[src/rtl/voxel_mem_pkg.sv]
// voxel_mem_pkg: shared state encoding and address width for the voxel memory arbiter
package voxel_mem_pkg;
    localparam int VOXEL_ADDR_BITS = 15;
    typedef enum logic [1:0] {RUN = 2'd0, DRAIN = 2'd1, LOAD = 2'd2} arb_state_t;
endpackage

[src/rtl/voxel_mem_arbiter_rr.sv]
// rr_arbiter: one-hot round-robin pick, searching upward from ptr with wrap-around
module rr_arbiter #(
    parameter int N  = 2,
    parameter int IW = (N > 1) ? $clog2(N) : 1
) (
    input  logic [N-1:0]  req,
    input  logic [IW-1:0] ptr,
    output logic [N-1:0]  gnt,
    output logic [IW-1:0] idx
);
    // Walk offsets from far to near so the requester closest to ptr wins last.
    always_comb begin
        gnt = '0;
        idx = '0;
        for (int k = N - 1; k >= 0; k--) begin
            if (req[(int'(ptr) + k) % N]) begin
                gnt = '0;
                gnt[(int'(ptr) + k) % N] = 1'b1;
                idx = IW'((int'(ptr) + k) % N);
            end
        end
    end
endmodule

[src/rtl/voxel_mem_arbiter.sv]
// voxel_mem_arbiter: shares one voxel RAM between round-robin traversal reads and scene-load writes
module voxel_mem_arbiter
    import voxel_mem_pkg::*;
#(
    parameter int ADDR_BITS = VOXEL_ADDR_BITS,
    parameter int N_REQ     = 2
) (
    input  logic                       clk,
    input  logic                       rst_n,
    input  logic                       load_mode,
    input  logic                       lw_we,
    input  logic [ADDR_BITS-1:0]       lw_addr,
    input  logic                       lw_data,
    output logic                       lw_ready,
    input  logic [N_REQ-1:0]           rd_req,
    input  logic [N_REQ*ADDR_BITS-1:0] rd_addr,
    output logic [N_REQ-1:0]           rd_gnt,
    output logic [N_REQ-1:0]           rd_valid,
    output logic                       rd_data,
    output logic                       mem_en,
    output logic                       mem_we,
    output logic [ADDR_BITS-1:0]       mem_addr,
    output logic                       mem_wdata,
    input  logic                       mem_rdata,
    output logic [1:0]                 state_o,
    output logic                       drop_err
);
    localparam int IW = (N_REQ > 1) ? $clog2(N_REQ) : 1;

    arb_state_t       state;
    logic [IW-1:0]    rr_ptr, win_idx, fl_idx;
    logic [N_REQ-1:0] win;
    logic             inflight, grant_en, wr;

    rr_arbiter #(.N(N_REQ), .IW(IW)) u_rr (
        .req(rd_req),
        .ptr(rr_ptr),
        .gnt(win),
        .idx(win_idx)
    );

    // rst_n gates the combinational paths so memory goes idle the instant reset asserts.
    assign grant_en  = rst_n && state == RUN && |rd_req;
    assign wr        = rst_n && state == LOAD && lw_we;
    assign rd_gnt    = grant_en ? win : '0;
    assign mem_en    = grant_en || wr;
    assign mem_we    = wr;
    assign mem_wdata = wr && lw_data;
    assign mem_addr  = wr ? lw_addr : grant_en ? rd_addr[win_idx*ADDR_BITS +: ADDR_BITS] : '0;
    assign rd_valid  = inflight ? N_REQ'(1) << fl_idx : '0;
    assign rd_data   = inflight && mem_rdata;
    assign lw_ready  = state == LOAD;
    assign state_o   = state;

    always_ff @(posedge clk or negedge rst_n) begin
        if (!rst_n) begin
            state    <= RUN;
            rr_ptr   <= '0;
            inflight <= 1'b0;
            fl_idx   <= '0;
            drop_err <= 1'b0;
        end else begin
            inflight <= grant_en;
            fl_idx   <= win_idx;
            if (grant_en)
                rr_ptr <= (win_idx == IW'(N_REQ - 1)) ? '0 : win_idx + 1'b1;
            drop_err <= drop_err || (lw_we && state != LOAD);
            state    <= state == RUN   ? (load_mode ? ((inflight || grant_en) ? DRAIN : LOAD) : RUN) :
                        state == DRAIN ? LOAD :
                        state == LOAD  ? (load_mode ? LOAD : RUN) : RUN;
        end
    end
endmodule

[config.mk]
export PLATFORM = sky130hd
export DESIGN_NAME = voxel_mem_arbiter
export DESIGN_NICKNAME = d
export VERILOG_FILES = /design/src/rtl/voxel_mem_pkg.sv /design/src/rtl/voxel_mem_arbiter_rr.sv /design/src/rtl/voxel_mem_arbiter.sv
export SDC_FILE = /design/constraint.sdc
export NUM_CORES = 1
export LEC_CHECK = 0
export BUFFER_PORTS_ARGS = -buffer_cell sky130_fd_sc_hd__buf_2
export CAP_MARGIN = 20
export CORE_ASPECT_RATIO = 1.4
export CORE_MARGIN = 8
export CORE_UTILIZATION = 31
export CTS_CLUSTER_SIZE = 16
export DETAILED_ROUTE_END_ITERATION = 8
export GPL_ROUTABILITY_DRIVEN = 0
export PLACE_DENSITY = 0.8
export SLEW_MARGIN = 5
export SYNTH_ARGS = -nofsm -noshare
export SYNTH_HDL_FRONTEND = slang
export SYNTH_SLANG_ARGS = --single-unit
[constraint.sdc]
create_clock -name clk -period 1.4 [get_ports clk]
set_input_delay 0.07 -clock clk [delete_from_list [all_inputs] [get_ports clk]]
set_output_delay 0.07 -clock clk [all_outputs]
set_load 0.005 [all_outputs]
==> results by group, run 1 <==
Run status
  • Status: complete, but fails checks
  • Failing checks: setup timing

Worst setup path
  • CP Launch Type: flop
  • Worst Path Arrival: 1.58 ns
  • Crit path kind: reg2out
  • CP required: 1.33 ns
  • Largest fanout on the critical path: 5
  • Critical Path Sink Type: output pin
  • R2R cell count: 5

Routing
  • Antenna Violating Nets Remaining: 0
  • DRC: 0
  • DRT Wirelength: 2.88 mm
  • Drt pass-1 iters: 4
  • Detailed Route Iter0 Violations: 10
  • Vias per inst: 4.97
  • Via Count: 894
  • Wire length per cell: 16.0 µm

Worst hold path
  • Hold crit path type: in2reg
  • Hold path depth: 3

Yosys
  • YS warnings: 0
  • Count leader, synth: a221o_1
  • Area leader, netlist: a221o_1
  • Yosys reg bits: 6
  • Top cells by instance count after synthesis: a221o_1, and2_1, and2_0, dfrtp_1, buf_6
  • Most used flip-flop cell after synthesis: dfrtp_1
  • Main area contributors after synthesis: a221o_1, dfrtp_1, and2_1
  • Post-synth EDFFs: 0
  • Syn Nets: 120
  • Syn Std Cell Area: 601 µm²
  • Post-synth cell types: 19
  • Yosys top cell area share: 25.0%
  • Mapped Cells: 67
  • Mean post-synth cell area: 8.96 µm²
  • Seq/Total Area, Yosys: 25.0%
  • Ys async rst share: 100%

Global routing
  • Tot GR Track Use: 15.0%
  • Number of global-route vias before repair: 945
  • First-pass GRT wire length: 4.20 mm
  • GRT overflow: 0
  • Largest net degree at the start of global routing: 18
  • Initial antenna violation count: 0

Placement
  • Port buffer count: 79
  • Inst Count DP: 169
  • DPL Wire Length: 2.24 mm
  • Area after DPL: 0.00104 mm²

Timing
  • Worst slew margin: 83.4%
  • Final Hold Fails: 0
  • Fin worst setup slack: -0.249 ns
  • Part of the cycle the worst path needs: 118%
  • Post-Route Skew: 0.00411 ns
  • Fmax: 607 MHz
  • Tmin final: 1.65 ns
  • Setup violators final: 18
  • Worst slew pin tran: 0.247 ns
  • RSZ-0062 raised after global routing: yes
  • Pins Over Slew Limit: 0

Run
  • Max Cap Viol: 0

Floorplan
  • Initial core utilization: 31.6%
  • Die width: 53.2 µm
  • FP Rows: 19
  • Die height: 68.1 µm
  • I/O pins: 80
  • Core area: 0.00190 mm²
  • Floorplan die area: 0.00362 mm²

Cells and area
  • Area growth, synth to finish: 106%
  • Final non-filler cell total: 180
  • Fraction of layout cells with a size suffix above 1: 71.7%
  • Final Util: 64.9%
  • Number of diodes: 0
  • Area of the multi-input gates: 434 µm²
  • Fillers: 168
  • Sequential Area: 150 µm²
  • Design Area, Final: 0.00123 mm²
  • # nets final: 214

Clock tree
  • H-tree depth: 1
  • Clock Latency Late Sink: 0.25 ns
  • CTS tree: yes
  • Clk buf depth: 2
  • Clock Pin Slew Worst Setup and Hold Paths: 0.05 ns
  • CTS Buf Count: 3
  • Root Driver: clkbuf_4
  • Clock Sinks: 6

Power and ir drop
  • VDD IR max: 0.498 mV
  • Pwr Density: 726 mW/mm²
  • Leakage: 0.724 nW
  • PnR Total Power: 0.000897 W
-- report_power, final --
group	switching, W	internal, W
Combinational	0.000198	0.000319
Sequential	0.0000193	0.000202
Clock	0.0000615	0.0000969
-- worst max-delay path: stages (launching register included) --
cell and delay [ns]:
dfrtp_1 0.40, and4b_2 0.26, buf_6 0.13, and2_1 0.15, a221o_1 0.26, buf_2 0.13
-- kinds of logic (layout without fill, tap and decap cells) --
logic type             Yosys count  count (layout)  synth area share (%)
AO/OA/AOI/OAI                   21              21                  31.0
buffers and inverters           10             102                  13.1
flip-flops                       6               6                  25.0
AND/OR/NAND/NOR                 30              30                  30.8
-- final cells by class --
class	instances	share of cell area (%)
Clock buffer	3	1.82
Inverter	4	1.22
Multi-Input combinational cell	51	35.2
Sequential cell	6	12.2
Tap cell	21	2.13
Timing Repair Buffer	95	47.5
-- layer usage --
metal / routed length (µm) / part of all wire [%] / track usage, %
met5: 0 / 0 / 0
met4: 93 / 3.2 / 7.28
met3: 344 / 12 / 4.35
met2: 1540 / 53 / 27.6
met1: 910 / 32 / 14.6
-- timing repair --
item / in CTS / in global routing
setup endpoints to repair: 18 / 20
pin swaps: 10 / 5
hold buffers: 1 / 0
cloned: 1 / 0
setup buffers: 2 / 4
gates resized for setup: 19 / 13
endpoints found under the hold margin: 6 / 0
-- layout by cell type, fill, tap and decap left out, types with 2 or more instances in the layout --
cell type,count
buf_2,75
clkbuf_4,3
and2_1,5
buf_4,8
dfrtp_1,6
nand2_1,2
buf_6,9
buf_12,2
inv_1,4
and2_0,3
and2_4,11
and3_4,2
a221o_1,15
-- worst paths after layout --
kind | start | slack (ns) | endpoint
worst min register to register | drop_err | 0.47 | drop_err
max in group asynchronous | rst_n | 0.98 | fl_idx
worst max register to register | state_o[1] | 0.08 | rr_ptr
worst min-delay path | lw_we | 0.08 | drop_err
min in group asynchronous | rst_n | 0.30 | drop_err
worst max-delay path | state_o[1] | -0.25 | mem_addr[13]
-- state kept, by name (all words and copies together), names as in the netlist --
| name | count |
|---|---|
| state_o | 2 |
| drop_err | 1 |
| rr_ptr | 1 |
| inflight | 1 |
| fl_idx | 1 |
-- metrics by stage --
step	hold slack, ns	setup TNS (ns)	worst slack [ns]
final	0.0795	-3.74	-0.249
after global routing	0.0936	-4.99	-0.323
after CTS	0.0727	-3.78	-0.251
after detailed placement	-0.00253	-0.112	-0.0333
after global placement	-0.0157	0	0.0280
after floorplan	-0.226	0	0.0557
Note: power is estimated with default switching activity, not from simulation.
==> inputs of run 2 (changes only) <==
--- a/config.mk
+++ b/config.mk
@@ -7,5 +7,4 @@
 export LEC_CHECK = 0
-export BUFFER_PORTS_ARGS = -buffer_cell sky130_fd_sc_hd__buf_2
+export BUFFER_PORTS_ARGS = -buffer_cell sky130_fd_sc_hd__buf_4
 export CAP_MARGIN = 20
-export CORE_ASPECT_RATIO = 1.4
 export CORE_MARGIN = 8
--- a/constraint.sdc
+++ b/constraint.sdc
@@ -3,2 +3,2 @@
 set_output_delay 0.07 -clock clk [all_outputs]
-set_load 0.005 [all_outputs]
+set_load 0.05 [all_outputs]
==> results by group, run 2 (synthesis gave the netlist of run 1 again) <==
Placement
  • Area after DPL: 0.00130 mm² (+24%)
  • DPL Wire Length: 2.39 mm (+6.7%)
  • Port buffer count: 79 (unchanged)

Cells and area
  • Number of diodes: 0 (unchanged)
  • Max reg flops: 2 (unchanged)
  • Area growth, synth to finish: 151%
  • # nets final: 209 (-2.3%)
  • Final Util: 79.3% (+14 points)
  • Commonest non-fill, non-tap cells in the layout: buf_4, buf_8, a221o_2
  • Design Area, Final: 0.00151 mm² (+22%)
  • Fraction of layout cells with a size suffix above 1: 74.8% (+3.1 points)
  • Fillers: 130 (-23%)
  • Most common cell after layout, fill and taps aside: buf_4

Global routing
  • First-pass GRT wire length: 5.01 mm (+19%)
  • GRT overflow: 0 (unchanged)
  • Initial antenna violation count: 0 (unchanged)
  • Tot GR Track Use: 18.4% (+3.4 points)
  • Number of global-route vias before repair: 992 (+5.0%)
  • Largest net degree at the start of global routing: 18 (unchanged)

Run status
  • Status: complete, but fails checks
  • Failing checks: setup timing

Floorplan
  • Floorplan die area: 0.00360 mm² (-0.55%)
  • Die height: 60.0 µm (-12%)
  • Core area: 0.00190 mm² (unchanged)
  • Die width: 60.0 µm (+13%)
  • Initial core utilization: 31.6% (unchanged)
  • FP Rows: 16 (-3)
  • I/O pins: 80 (unchanged)

Clock tree
  • CTS tree: yes
  • Clock Sinks: 6 (unchanged)
  • H-tree depth: 1 (unchanged)
  • Clk buf depth: 2 (unchanged)
  • Clock Pin Slew Worst Setup and Hold Paths: 0.05 ns (about the same)
  • Clock Latency Late Sink: 0.25 ns (about the same)
  • CTS Buf Count: 3 (unchanged)
  • Root Driver: clkbuf_4

Timing
  • Fin Hold WS: 0.0718 ns (-0.00761 ns)
  • Post-Route Skew: 0.00413 ns (+0.0000198 ns)
  • Worst slew margin: 66.5% (-17 points)
  • Fin worst setup slack: -0.306 ns (-0.0568 ns)
  • Setup TNS: -4.77 ns (-1.03 ns)
  • Setup violators final: 18 (unchanged)
  • Final Hold Fails: 0 (unchanged)
  • Fmax: 586 MHz (-3.3%)
  • RSZ-0062 raised after global routing: yes
  • Tmin final: 1.71 ns (+0.0568 ns)
  • Part of the cycle the worst path needs: 122% (+4.1 points)
  • Worst slew pin tran: 0.497 ns (+0.249 ns)
  • Pins Over Slew Limit: 0 (unchanged)

Worst hold path
  • Worst hold start: load_mode
  • Hold crit path type: in2reg

Worst setup path
  • CP required: 1.33 ns (about the same)
  • CP Launch Type: flop
  • Bufs and invs on worst path: 2 (unchanged)
  • Critical path cell sequence: nand2b_4 -> and3_4 -> buf_12 -> a221o_4 -> buf_8
  • Reg-to-reg startpoint: state_o[1]
  • Critical Path Sink Type: output pin
  • Crit path kind: reg2out
  • Worst Path Arrival: 1.64 ns (+0.06 ns)
  • Slowest cell delay on critical path: 0.39 ns (about the same)
  • Critical-path top delay cell: a221o_4
  • Crit path launch: rr_ptr
  • Largest fanout on the critical path: 10 (+5)
  • Delay-heaviest family, CP: compound AO/OA/AOI/OAI gates

Run
  • Max Cap Viol: 0 (unchanged)

Power and ir drop
  • PnR Total Power: 0.00143 W (+59%)
  • Pwr Density: 948 mW/mm² (+31%)
  • Leakage: 0.766 nW (+5.9%)
  • VDD IR max: 0.811 mV (+63%)

Routing
  • DRC: 0 (unchanged)
  • Vias per inst: 5.02 (+1.0%)
  • DRT Wirelength: 3.25 mm (+13%)
  • Antenna Violating Nets Remaining: 0 (unchanged)
  • Via Count: 913 (+2.1%)
  • Wire length per cell: 17.8 µm (+11%)
  • Detailed Route Iter0 Violations: 17 (+7)
  • Drt pass-1 iters: 4 (unchanged)
==> run 2: final timing paths <==
check                              endpoint  slack [ns]  cells after the start
max in group asynchronous        state_o[1]        0.97                      3
worst min-delay path             state_o[0]        0.07                      2
worst max-delay path            mem_addr[5]       -0.31                      5
worst max register to register       rr_ptr        0.08                      4
worst min register to register     drop_err        0.50                      1
min in group asynchronous          drop_err        0.30                      3
==> run 2: layout make-up <==
class / count / area [µm²] / area share, %
timing repair buffer: 88 / 816 / 54.1
multi-input combinational: 53 / 464 / 30.8
sequential: 6 / 153 / 10.1
tap: 27 / 33.8 / 2.24
clock buffer: 4 / 26.3 / 1.74
inverter: 4 / 15.0 / 0.996
==> run 2: what timing repair did <==
item	4_1_cts	5_1_grt
endpoints found under the setup margin	20	19
cloned	2	0
setup buffers	0	1
pin swaps	15	0
gates resized for setup	37	7
hold endpoints to repair	6	0
hold buffers	1	0
==> run 2: metrics by stage <==
| step | std cells | worst slack [ns] |
|---|---|---|
| after floorplan | 67 | -0.260 |
| after global routing | 182 | -0.355 |
| after CTS | 181 | -0.303 |
| final | 182 | -0.306 |
| after global placement | 175 | -0.122 |
| after detailed placement | 175 | -0.194 |
==> run 2: per-layer routing <==
layer	track usage (%)	share of wire [%]
met1	17.3	33
met2	37.2	59
met3	4.30	5.3
met4	5.78	2.0
met5	0	0
==> run 2: report_power, final <==
group / total (W) / leakage [nW] / internal [W] / switching, W
combinational: 0.00102 / 0.682 / 0.000474 / 0.000547
clock: 0.000179 / 0.0150 / 0.000109 / 0.0000705
sequential: 0.000229 / 0.0696 / 0.000203 / 0.0000257
total: 0.00143 / 0.766 / 0.000786 / 0.000644
